[src/rtl/ds_pkg.sv]
// ds_pkg: shared constants and state encoding for the DScope frame scheduler.
// Rev 1.0
`default_nettype none

package ds_pkg;

  localparam logic [3:0] TAG_TRAILER = 4'hF;

  localparam logic [2:0] REG_CTRL       = 3'd0;
  localparam logic [2:0] REG_CH_MASK    = 3'd1;
  localparam logic [2:0] REG_TIMEOUT    = 3'd2;
  localparam logic [2:0] REG_FRAME_CNT  = 3'd3;
  localparam logic [2:0] REG_STATUS     = 3'd4;
  localparam logic [2:0] REG_STATUS_CLR = 3'd5;

  typedef enum logic [1:0] {
    IDLE  = 2'd0,
    SEL   = 2'd1,
    XFER  = 2'd2,
    TRAIL = 2'd3
  } ds_state_e;

endpackage

`default_nettype wire

[src/rtl/ds_next_ch.sv]
// ds_next_ch: finds the lowest set mask bit at or above a start index.
// Rev 1.0
`default_nettype none

module ds_next_ch
  import ds_pkg::*;
#(
  parameter int NCH = 15
) (
  input  logic [NCH-1:0] mask_i,
  input  logic [3:0]     start_i,
  output logic           found_o,
  output logic [3:0]     idx_o
);

  // Scan downward so the lowest qualifying index is the last one written.
  always_comb begin
    found_o = 1'b0;
    idx_o   = 4'd0;
    for (int i = NCH - 1; i >= 0; i--) begin
      if (mask_i[i] && (i >= int'(start_i))) begin
        found_o = 1'b1;
        idx_o   = 4'(i);
      end
    end
  end

endmodule

`default_nettype wire

[src/rtl/ds_frame_sched.sv]
// ds_frame_sched: drains enabled channel sources into the 36-bit tagged stream, one trailer per frame.
// Rev 1.0
`default_nettype none

module ds_frame_sched
  import ds_pkg::*;
#(
  parameter int NCH          = 15,
  parameter int WORDS_PER_CH = 32,
  parameter int TMO_W        = 16
) (
  input  logic              clk,
  input  logic              rst_n,
  input  logic              i_trig,
  input  logic [NCH*32-1:0] i_ch_data,
  input  logic [NCH-1:0]    i_ch_vld,
  output logic [NCH-1:0]    o_ch_rdy,
  output logic [35:0]       o_data,
  output logic              o_vld,
  input  logic              i_rdy,
  input  logic [7:0]        i_mm_addr,
  input  logic              i_mm_wr,
  input  logic [31:0]       i_mm_wr_data,
  input  logic              i_mm_rd,
  output logic [31:0]       o_mm_rd_data
);

  ds_state_e        state_q;
  logic             enable_q;
  logic             free_run_q;
  logic [NCH-1:0]   ch_mask_q;
  logic [NCH-1:0]   shadow_q;
  logic [TMO_W-1:0] timeout_q;
  logic [TMO_W-1:0] tmo_q;
  logic [31:0]      frame_cnt_q;
  logic [31:0]      rd_data_q;
  logic [7:0]       missed_q;
  logic [7:0]       underrun_q;
  logic [7:0]       word_cnt_q;
  logic [3:0]       cur_ch_q;
  logic [3:0]       sel_ch_q;
  logic             pad_q;

  logic             w_found;
  logic [3:0]       w_idx;
  logic             w_src_vld;
  logic [31:0]      w_src_data;
  logic             w_tmo_hit;
  logic             w_pad;
  logic             w_vld;
  logic [35:0]      w_data;
  logic             w_beat;
  logic [31:0]      w_rd_mux;
  logic             w_wr_ctrl;
  logic             w_wr_mask;
  logic             w_wr_tmo;
  logic             w_clr;
  logic             w_missed_inc;

  ds_next_ch #(
    .NCH (NCH)
  ) u_next_ch (
    .mask_i  (shadow_q),
    .start_i (cur_ch_q),
    .found_o (w_found),
    .idx_o   (w_idx)
  );

  always_comb begin
    w_src_vld  = 1'b0;
    w_src_data = 32'd0;
    for (int c = 0; c < NCH; c++) begin
      if (sel_ch_q == 4'(c)) begin
        w_src_vld  = i_ch_vld[c];
        w_src_data = i_ch_data[c*32 +: 32];
      end
    end
  end

  // The timeout hit switches to padding in the same cycle; the previous cycle had o_vld low.
  assign w_tmo_hit = (state_q == XFER) && !pad_q && (timeout_q != '0) && (tmo_q == timeout_q);
  assign w_pad     = pad_q | w_tmo_hit;

  always_comb begin
    w_vld  = 1'b0;
    w_data = 36'd0;
    case (state_q)
      XFER: begin
        w_vld  = w_pad ? 1'b1 : w_src_vld;
        w_data = {sel_ch_q, (w_pad ? 32'd0 : w_src_data)};
      end
      TRAIL: begin
        w_vld  = 1'b1;
        w_data = {TAG_TRAILER, frame_cnt_q};
      end
      default: ;
    endcase
  end

  always_comb begin
    o_ch_rdy = '0;
    for (int c = 0; c < NCH; c++) begin
      o_ch_rdy[c] = (state_q == XFER) && !w_pad && (sel_ch_q == 4'(c)) && i_rdy;
    end
  end

  assign o_vld        = w_vld;
  assign o_data       = w_data;
  assign o_mm_rd_data = rd_data_q;
  assign w_beat       = w_vld && i_rdy;

  assign w_wr_ctrl    = i_mm_wr && (i_mm_addr[2:0] == REG_CTRL);
  assign w_wr_mask    = i_mm_wr && (i_mm_addr[2:0] == REG_CH_MASK);
  assign w_wr_tmo     = i_mm_wr && (i_mm_addr[2:0] == REG_TIMEOUT);
  assign w_clr        = i_mm_wr && (i_mm_addr[2:0] == REG_STATUS_CLR);
  assign w_missed_inc = i_trig && (state_q != IDLE);

  always_comb begin
    w_rd_mux = 32'd0;
    case (i_mm_addr[2:0])
      REG_CTRL:      w_rd_mux = {30'd0, free_run_q, enable_q};
      REG_CH_MASK:   w_rd_mux = 32'(ch_mask_q);
      REG_TIMEOUT:   w_rd_mux = 32'(timeout_q);
      REG_FRAME_CNT: w_rd_mux = frame_cnt_q;
      REG_STATUS:    w_rd_mux = {missed_q, underrun_q, 11'd0, (state_q != IDLE), cur_ch_q};
      default:       w_rd_mux = 32'd0;
    endcase
  end

  always_ff @(posedge clk or negedge rst_n) begin
    if (!rst_n) begin
      state_q     <= IDLE;
      enable_q    <= 1'b0;
      free_run_q  <= 1'b0;
      ch_mask_q   <= '0;
      shadow_q    <= '0;
      timeout_q   <= '0;
      tmo_q       <= '0;
      frame_cnt_q <= 32'd0;
      rd_data_q   <= 32'd0;
      missed_q    <= 8'd0;
      underrun_q  <= 8'd0;
      word_cnt_q  <= 8'd0;
      cur_ch_q    <= 4'd0;
      sel_ch_q    <= 4'd0;
      pad_q       <= 1'b0;
    end else begin
      if (i_mm_rd) rd_data_q <= w_rd_mux;
      if (w_wr_ctrl) begin
        enable_q   <= i_mm_wr_data[0];
        free_run_q <= i_mm_wr_data[1];
      end
      if (w_wr_mask) ch_mask_q <= i_mm_wr_data[NCH-1:0];
      if (w_wr_tmo)  timeout_q <= i_mm_wr_data[TMO_W-1:0];

      if (w_clr)                                  missed_q <= 8'd0;
      else if (w_missed_inc && missed_q != 8'hFF) missed_q <= missed_q + 8'd1;

      if (w_clr)                                     underrun_q <= 8'd0;
      else if (w_tmo_hit && underrun_q != 8'hFF)     underrun_q <= underrun_q + 8'd1;

      case (state_q)
        IDLE: begin
          if (enable_q && i_trig) begin
            shadow_q <= ch_mask_q;
            cur_ch_q <= 4'd0;
            state_q  <= SEL;
          end
        end
        SEL: begin
          if (w_found) begin
            sel_ch_q   <= w_idx;
            word_cnt_q <= 8'd0;
            tmo_q      <= '0;
            pad_q      <= 1'b0;
            state_q    <= XFER;
          end else begin
            state_q <= TRAIL;
          end
        end
        XFER: begin
          if (w_tmo_hit) pad_q <= 1'b1;
          if (w_beat) begin
            tmo_q <= '0;
            if (word_cnt_q == 8'(WORDS_PER_CH - 1)) begin
              cur_ch_q <= sel_ch_q + 4'd1;
              state_q  <= SEL;
            end else begin
              word_cnt_q <= word_cnt_q + 8'd1;
            end
          end else if (!w_pad && !w_src_vld) begin
            tmo_q <= tmo_q + 1'b1;
          end
        end
        TRAIL: begin
          if (i_rdy) begin
            frame_cnt_q <= frame_cnt_q + 32'd1;
            if (free_run_q && enable_q) begin
              shadow_q <= ch_mask_q;
              cur_ch_q <= 4'd0;
              state_q  <= SEL;
            end else begin
              state_q <= IDLE;
            end
          end
        end
        default: state_q <= IDLE;
      endcase
    end
  end

endmodule

`default_nettype wire

[config.mk]
export PLATFORM = sky130hd
export DESIGN_NAME = ds_frame_sched
export DESIGN_NICKNAME = d
export VERILOG_FILES = /design/src/rtl/ds_pkg.sv /design/src/rtl/ds_next_ch.sv /design/src/rtl/ds_frame_sched.sv
export SDC_FILE = /design/constraint.sdc
export NUM_CORES = 1
export LEC_CHECK = 0
export CAP_MARGIN = 10
export CORE_AREA = 3 3 245 247
export DETAILED_ROUTE_END_ITERATION = 12
export DIE_AREA = 0 0 248 250
export GPL_ROUTABILITY_DRIVEN = 0
export PLACE_DENSITY = 0.59
export REMOVE_ABC_BUFFERS = 1
export SYNTH_ARGS = -nofsm -noshare
export SYNTH_HDL_FRONTEND = slang
export SYNTH_SLANG_ARGS = --single-unit
[constraint.sdc]
create_clock -name clk -period 3.8 [get_ports clk]
set_clock_uncertainty 0.1 [all_clocks]
set_input_delay 0.38 -clock clk [delete_from_list [all_inputs] [get_ports clk]]
set_output_delay 0.38 -clock clk [all_outputs]
set_load 0.005 [all_outputs]
After elaboration in Yosys (flattened, before gate mapping)
Cells that the tools add are included.
{ "word_totals": {"rom_bits": 0, "in_bits": 541, "wordCells": 250, "out_inout_bits": 84, "n_memories": 0, "ramBits": 0, "latchBits": 0, "regBits": 163} }
{ "classes": {"n_lt_le_gt_ge": 15, "n_shift": 0, "n_eq_ne": 35, "mul": 0, "addsub": 6, "div": 0, "n_mux": 97, "n_reduce_logical": 81, "bitwise_logic": 1} }
{ "ops": {"columns": ["cell", "n"], "rows": [
  ["$mux W32", 16],
  ["$pmux W32 S5", 1],
  ["$mux W4", 20],
  ["$pmux W36 S2", 1],
  ["$logic_and A1 B1 Y1", 60],
  ["$mux W8", 7],
  ["$mux W16", 3],
  ["$mux W15", 3],
  ["$mux W1", 35],
  ["$add A32 B1 Y32 const B", 1],
  ["$pmux W16 S2", 1],
  ["$pmux W15 S2", 1],
  ["$eq A4 B4 Y1 const B", 7],
  ["$ge A4 B4 Y1 const A", 7],
  ["$add A8 B1 Y8 const B", 3],
  ["$add A16 B1 Y16 const B", 1],
  ["$eq A16 B16 Y1", 1],
  ["$eq A4 B3 Y1 const B", 4],
  ["$ge A3 B4 Y1 const A", 4],
  ["$ne A8 B8 Y1 const B", 2],
  ["$pmux W8 S2", 1],
  ["$reduce_bool A16 Y1", 1],
  ["$ne A2 B2 Y1 const B", 6],
  ["$pmux W4 S3", 1],
  ["other kinds (27)", 48]
]} }

Depth between registers and ports, before layout
{ "logic_depth": {"depth_word": 21, "mapped_depth": 13} }

Cells and area by module
From an unflattened synthesis, not the netlist that was laid out.
{ "unflattened": {"cells_unflattened": 1471, "hier_area_um2": 12468.2} }
{ "by_module_without_submodules": {"columns": ["mod", "cells_each", "area_each_um2", "n_inst"], "rows": [
  ["ds_frame_sched", 1403, 12050.3, 1],
  ["ds_next_ch", 68, 417.9, 1]
]} }

Worst setup path before layout
Ideal clock, no wire load.
{ "synth_timing": {"kind": "register to output", "from": "register sel_ch_q[0]", "to": "output port o_data[13]", "setup_slack_ns": 0.827, "n_path_buf": 2, "t_arrival_ns": 2.493, "path_stages_with_launch": 13, "required_time_ns": 3.320, "cell_sequence": "dfrtp_1 -> inv_1 -> ha_1 -> buf_2 -> inv_1 -> nor4_1 -> clkbuf_1 -> a221oi_1 -> a21oi_1 -> a221oi_1 -> o21ai_0 -> a221oi_1 -> o21ai_0"} }
{ "synth_via": {"elab_chain_len": 18, "word_cells_on_any_way": 32} }
{ "synth_lines": {"columns": ["item", "line_no", "source"], "rows": [
  ["start, declared", "ds_frame_sched.sv:41", "logic [3:0] sel_ch_q;"],
  ["start signal, assigned", "ds_frame_sched.sv:172", "sel_ch_q <= w_idx;"],
  ["$logic_not A4 Y1", "ds_frame_sched.sv:73", "if (sel_ch_q == 4'(c)) begin"],
  ["$mux W32 (14 in a row)", "ds_frame_sched.sv:73", null],
  ["$mux W32 *", "ds_frame_sched.sv:73", null],
  ["$mux W32 *", "ds_frame_sched.sv:90", "w_data = {sel_ch_q, (w_pad ? 32'd0 : w_src_data)};"],
  ["$pmux W36 S2 *", "ds_frame_sched.sv:87", "case (state_q)"],
  ["end, declared", "ds_frame_sched.sv:18", "output logic [35:0] o_data,"]
]} }
Every way passes the cells marked *; elsewhere a longest branch is shown, timed or not.

Worst setup path in the final report
{ "layout_timing": {"from": "register sel_ch_q[0]", "to": "output port o_data[16]"} }
The elaborated chain is that of the path after synthesis.

==> impl_metrics.toml <==
[finish]
nFillCells = 5832
final_core_util_pct = 38.5
finish.net_count = 2732
drive_above_1_share_pct = 20.4
area_growth_pct = 79.6

[synth]
synthMuxAreaShare_pct = 6.20
synthArstFlopShare_pct = 100
synth_seq_area_share_pct = 33.0
synth-xor-area-share_pct = 4.81
yosysWarnings = 0
ys_seq_elements = 163
synthCells = 1505
synthesis.area_mm2 = 0.0124
syn_avg_cell_area_um2 = 8.22
synth_ff_type = "dfrtp_1"
synth_compound_area_share_pct = 33.2
synth_fa_ha_area_share_pct = 1.31
synth-simple-area-share_pct = 15.9
synth_top_family_by_area = "compound AO/OA/AOI/OAI gates"
synth-edff-count = 0
synth.distinct_cells = 68

[floorplan]
design.die.area_mm2 = 0.0620
ios = 625
rows = 88
dieHeight_um = 250
core-area_mm2 = 0.0578
die_w_um = 248
initial_utilization_pct = 21.4

[clock_tree]
tritoncts = "done"
h-tree-depth = 4
clock-sinks = 163
clock_path_buffers = 2
cts_buffers = 17
insertion_delay_ns = 0.43
clock_tree.root_cell = "clkbuf_16"
path_clk_slew_ns = 0.07

[power]
swShare_pct = 47.1
peakVddDrop_mv = 0.338
clkPwrFrac_pct = 12.2
power_density_mw_per_mm2 = 646
p_comb_share_pct = 70.7
p_seq_share_pct = 17.1
p_int_uw = 7600
p_switching_uw = 6760
power_leakage_uw = 0.00877

[critical_path]
cp-start-kind = "flip-flop"
path_class = "reg2out"
crit_fanout = 14
critPathArrivalTime_ns = 3.38
end_kind = "primary output"
ff2ff_setup_slack_ns = 0.16
required_ns = 3.32

[outcome]
status = "complete, but fails checks"
violations = "setup timing"

[detailed_routing]
vias = 16000
vias_per_cell = 5.40
detail_route.wl_per_cell_um = 27.9
routed_wl_mm = 82.7
drtIter0Drc = 1510
ant_nets = 0
drt_pre_antenna_iters = 6
drcViolationCount = 0

[sta]
fmax_ghz = 0.259
tightest_slew_ns = 0.870
fin_crit_sh_pct = 102
setup_viol = 4
hold_viol = 0
final-max-slew-violation-count = 0
min_period_ns = 3.86
timing.slew.headroom_pct = 41.3
rsz0062_at_grt = "yes"
worst_slack_ns = -0.0623

[placement]
dp_slack_ns = -0.308
hpwl_mm = 68.0
portBuffers = 603

[grt]
gr-usage-met3_pct = 7.60
gr-usage-all-layers_pct = 25.5
busiest_layer = "met2"
grt_use_met2_pct = 39.8
antenna_found_initial = 19
grt_overflow_total = 0
use_met1_pct = 34.5
grt_pass1_wl_mm = 114
grt_pass1_vias = 15800
grt_max_degree = 68

[hold_path]
hold_class = "in2reg"

[flow_run]
cap_violations = 0
==> flip-flops by register name, indices dropped and copies added (netlist names) <==
signal / flops
shadow_q: 15
sel_ch_q: 4
timeout_q: 16
enable_q: 1
missed_q: 8
frame_cnt_q: 32
pad_q: 1
cur_ch_q: 4
ch_mask_q: 15
o_mm_rd_data: 32
free_run_q: 1
underrun_q: 8
state_q: 2
tmo_q: 16
word_cnt_q: 8
==> repair_timing <==
| action | in CTS | in global routing |
|---|---|---|
| setup buffers | 17 | 14 |
| setup endpoints to repair | 58 | 55 |
| hold buffers | 1 | 0 |
| endpoints found under the hold margin | 65 | 0 |
| gates resized for setup | 196 | 98 |
| cloned | 2 | 1 |
| pin swaps | 31 | 36 |
==> worst max-delay path, cell delays in order (launching register included) <==
cell and delay (ns):
dfrtp_2 0.48, ha_4 0.19, buf_12 0.14, nor4_4 0.20, buf_4 0.17, buf_6 0.18
a221oi_1 0.10, a21oi_1 0.23, a221oi_2 0.07, o21ai_2 0.22, a221oi_2 0.09, buf_4 0.16
o21ai_2 0.19, clkdlybuf4s50_1 0.53
==> placed cells by master, fill, tap and decap left out, types with 24 or more instances in the layout <==
cell type | netlist | routed
clkdlybuf4s50_1 | 0 | 565
dfrtp_1 | 163 | 159
nor2_1 | 152 | 145
buf_4 | 1 | 140
o21ai_0 | 146 | 109
nand2_1 | 114 | 104
a21oi_1 | 107 | 96
a221oi_2 | 0 | 65
mux2_2 | 61 | 61
a221o_1 | 50 | 50
a22oi_1 | 49 | 49
inv_1 | 48 | 43
xor2_1 | 39 | 39
xnor2_1 | 29 | 29
nand3_1 | 31 | 29
o22ai_1 | 33 | 27
nor3_1 | 27 | 24
buf_12 | 0 | 24
==> power by group through the flow <==
stage	Combinational (uW)	Clock (uW)	Sequential [uW]
after floorplan	3550	0	2380
after global placement	8470	0	2440
after detailed placement	8550	0	2460
after CTS	9470	1790	2430
after global routing	10700	1870	2490
final	10100	1750	2450
==> final timing paths <==
kind / from / to / cells after the start
setup / recovery: sel_ch_q[0] / o_data[16] / 13
hold / removal: i_mm_rd / o_mm_rd_data[15] / 3
setup reg to reg: sel_ch_q[1] / tmo_q[11] / 15
hold reg to reg: shadow_q[6] / shadow_q[6] / 1
max in group asynchronous: rst_n / ch_mask_q[8] / 3
min in group asynchronous: rst_n / o_mm_rd_data[9] / 2
==> kinds of logic (layout without fill, tap and decap cells) <==
family | count (synthesis) | in the layout
fa+ha+maj | 13 | 13
flops | 163 | 163
mux | 69 | 69
buf+inv | 178 | 863
compound gates | 591 | 591
xor+xnor | 68 | 68
simple gates | 423 | 424
other cells | 0 | 6
==> cell type report <==
class                      count  area (um^2)  share of cell area [%]
antenna                        6         15.0                  0.0675
clock buffer                  22          474                    2.13
clock inverter                10          123                   0.552
inverter                      49          193                   0.867
multi-input combinational   1165         8630                    38.8
sequential                   163         4080                    18.4
tap                          765          957                    4.31
timing repair buffer         782         7760                    34.9
==> cells in the mapped netlist, types with 5 or more instances <==
cell / instances / share of area [%]
a221oi_1: 99 / 7.0
buf_1: 5 / 0.15
a211o_1: 8 / 0.57
buf_2: 7 / 0.28
o221ai_1: 16 / 1.1
nand4_1: 20 / 1.0
clkbuf_1: 113 / 3.4
inv_1: 48 / 1.5
and2_1: 8 / 0.40
o211ai_1: 10 / 0.61
a31oi_1: 13 / 0.66
a2bb2oi_1: 5 / 0.35
ha_1: 13 / 1.3
a22oi_1: 49 / 3.0
and3_1: 16 / 0.81
nor2b_1: 14 / 0.71
mux2_2: 61 / 5.5
nand3_1: 31 / 1.3
nor4_1: 10 / 0.51
nand2_1: 114 / 3.5
a221o_1: 50 / 4.0
o21ai_0: 146 / 5.9
mux2i_1: 8 / 0.65
nor2_1: 152 / 4.6
a32o_1: 6 / 0.49
and3b_1: 8 / 0.57
xnor2_1: 29 / 2.1
dfrtp_1: 163 / 33
a21oi_1: 107 / 4.3
xor2_1: 39 / 2.8
nor3_1: 27 / 1.1
o22ai_1: 33 / 1.7
==> stage by stage <==
step | hold WS [ns] | setup TNS, ns | instance area (um^2) | total power [uW] | cells
CTS | 0.244 | -0.837 | 21700 | 13700 | 2941
global placement | 0.325 | -3.37 | 20300 | 10900 | 2896
floorplan | -0.0156 | -14.14 | 11900 | 5930 | 1376
finish | 0.262 | -0.165 | 22200 | 14400 | 2962
global route | 0.261 | -1.93 | 22200 | 15000 | 2958
detailed placement | 0.332 | -5.04 | 20300 | 11000 | 2896
==> layer usage <==
layer,wire [um],vias up
li1,-,7110
met1,34600,7871
met2,37400,906
met3,8960,103
met4,1600,18
met5,102,-
Power figures use the tool's default switching activity.
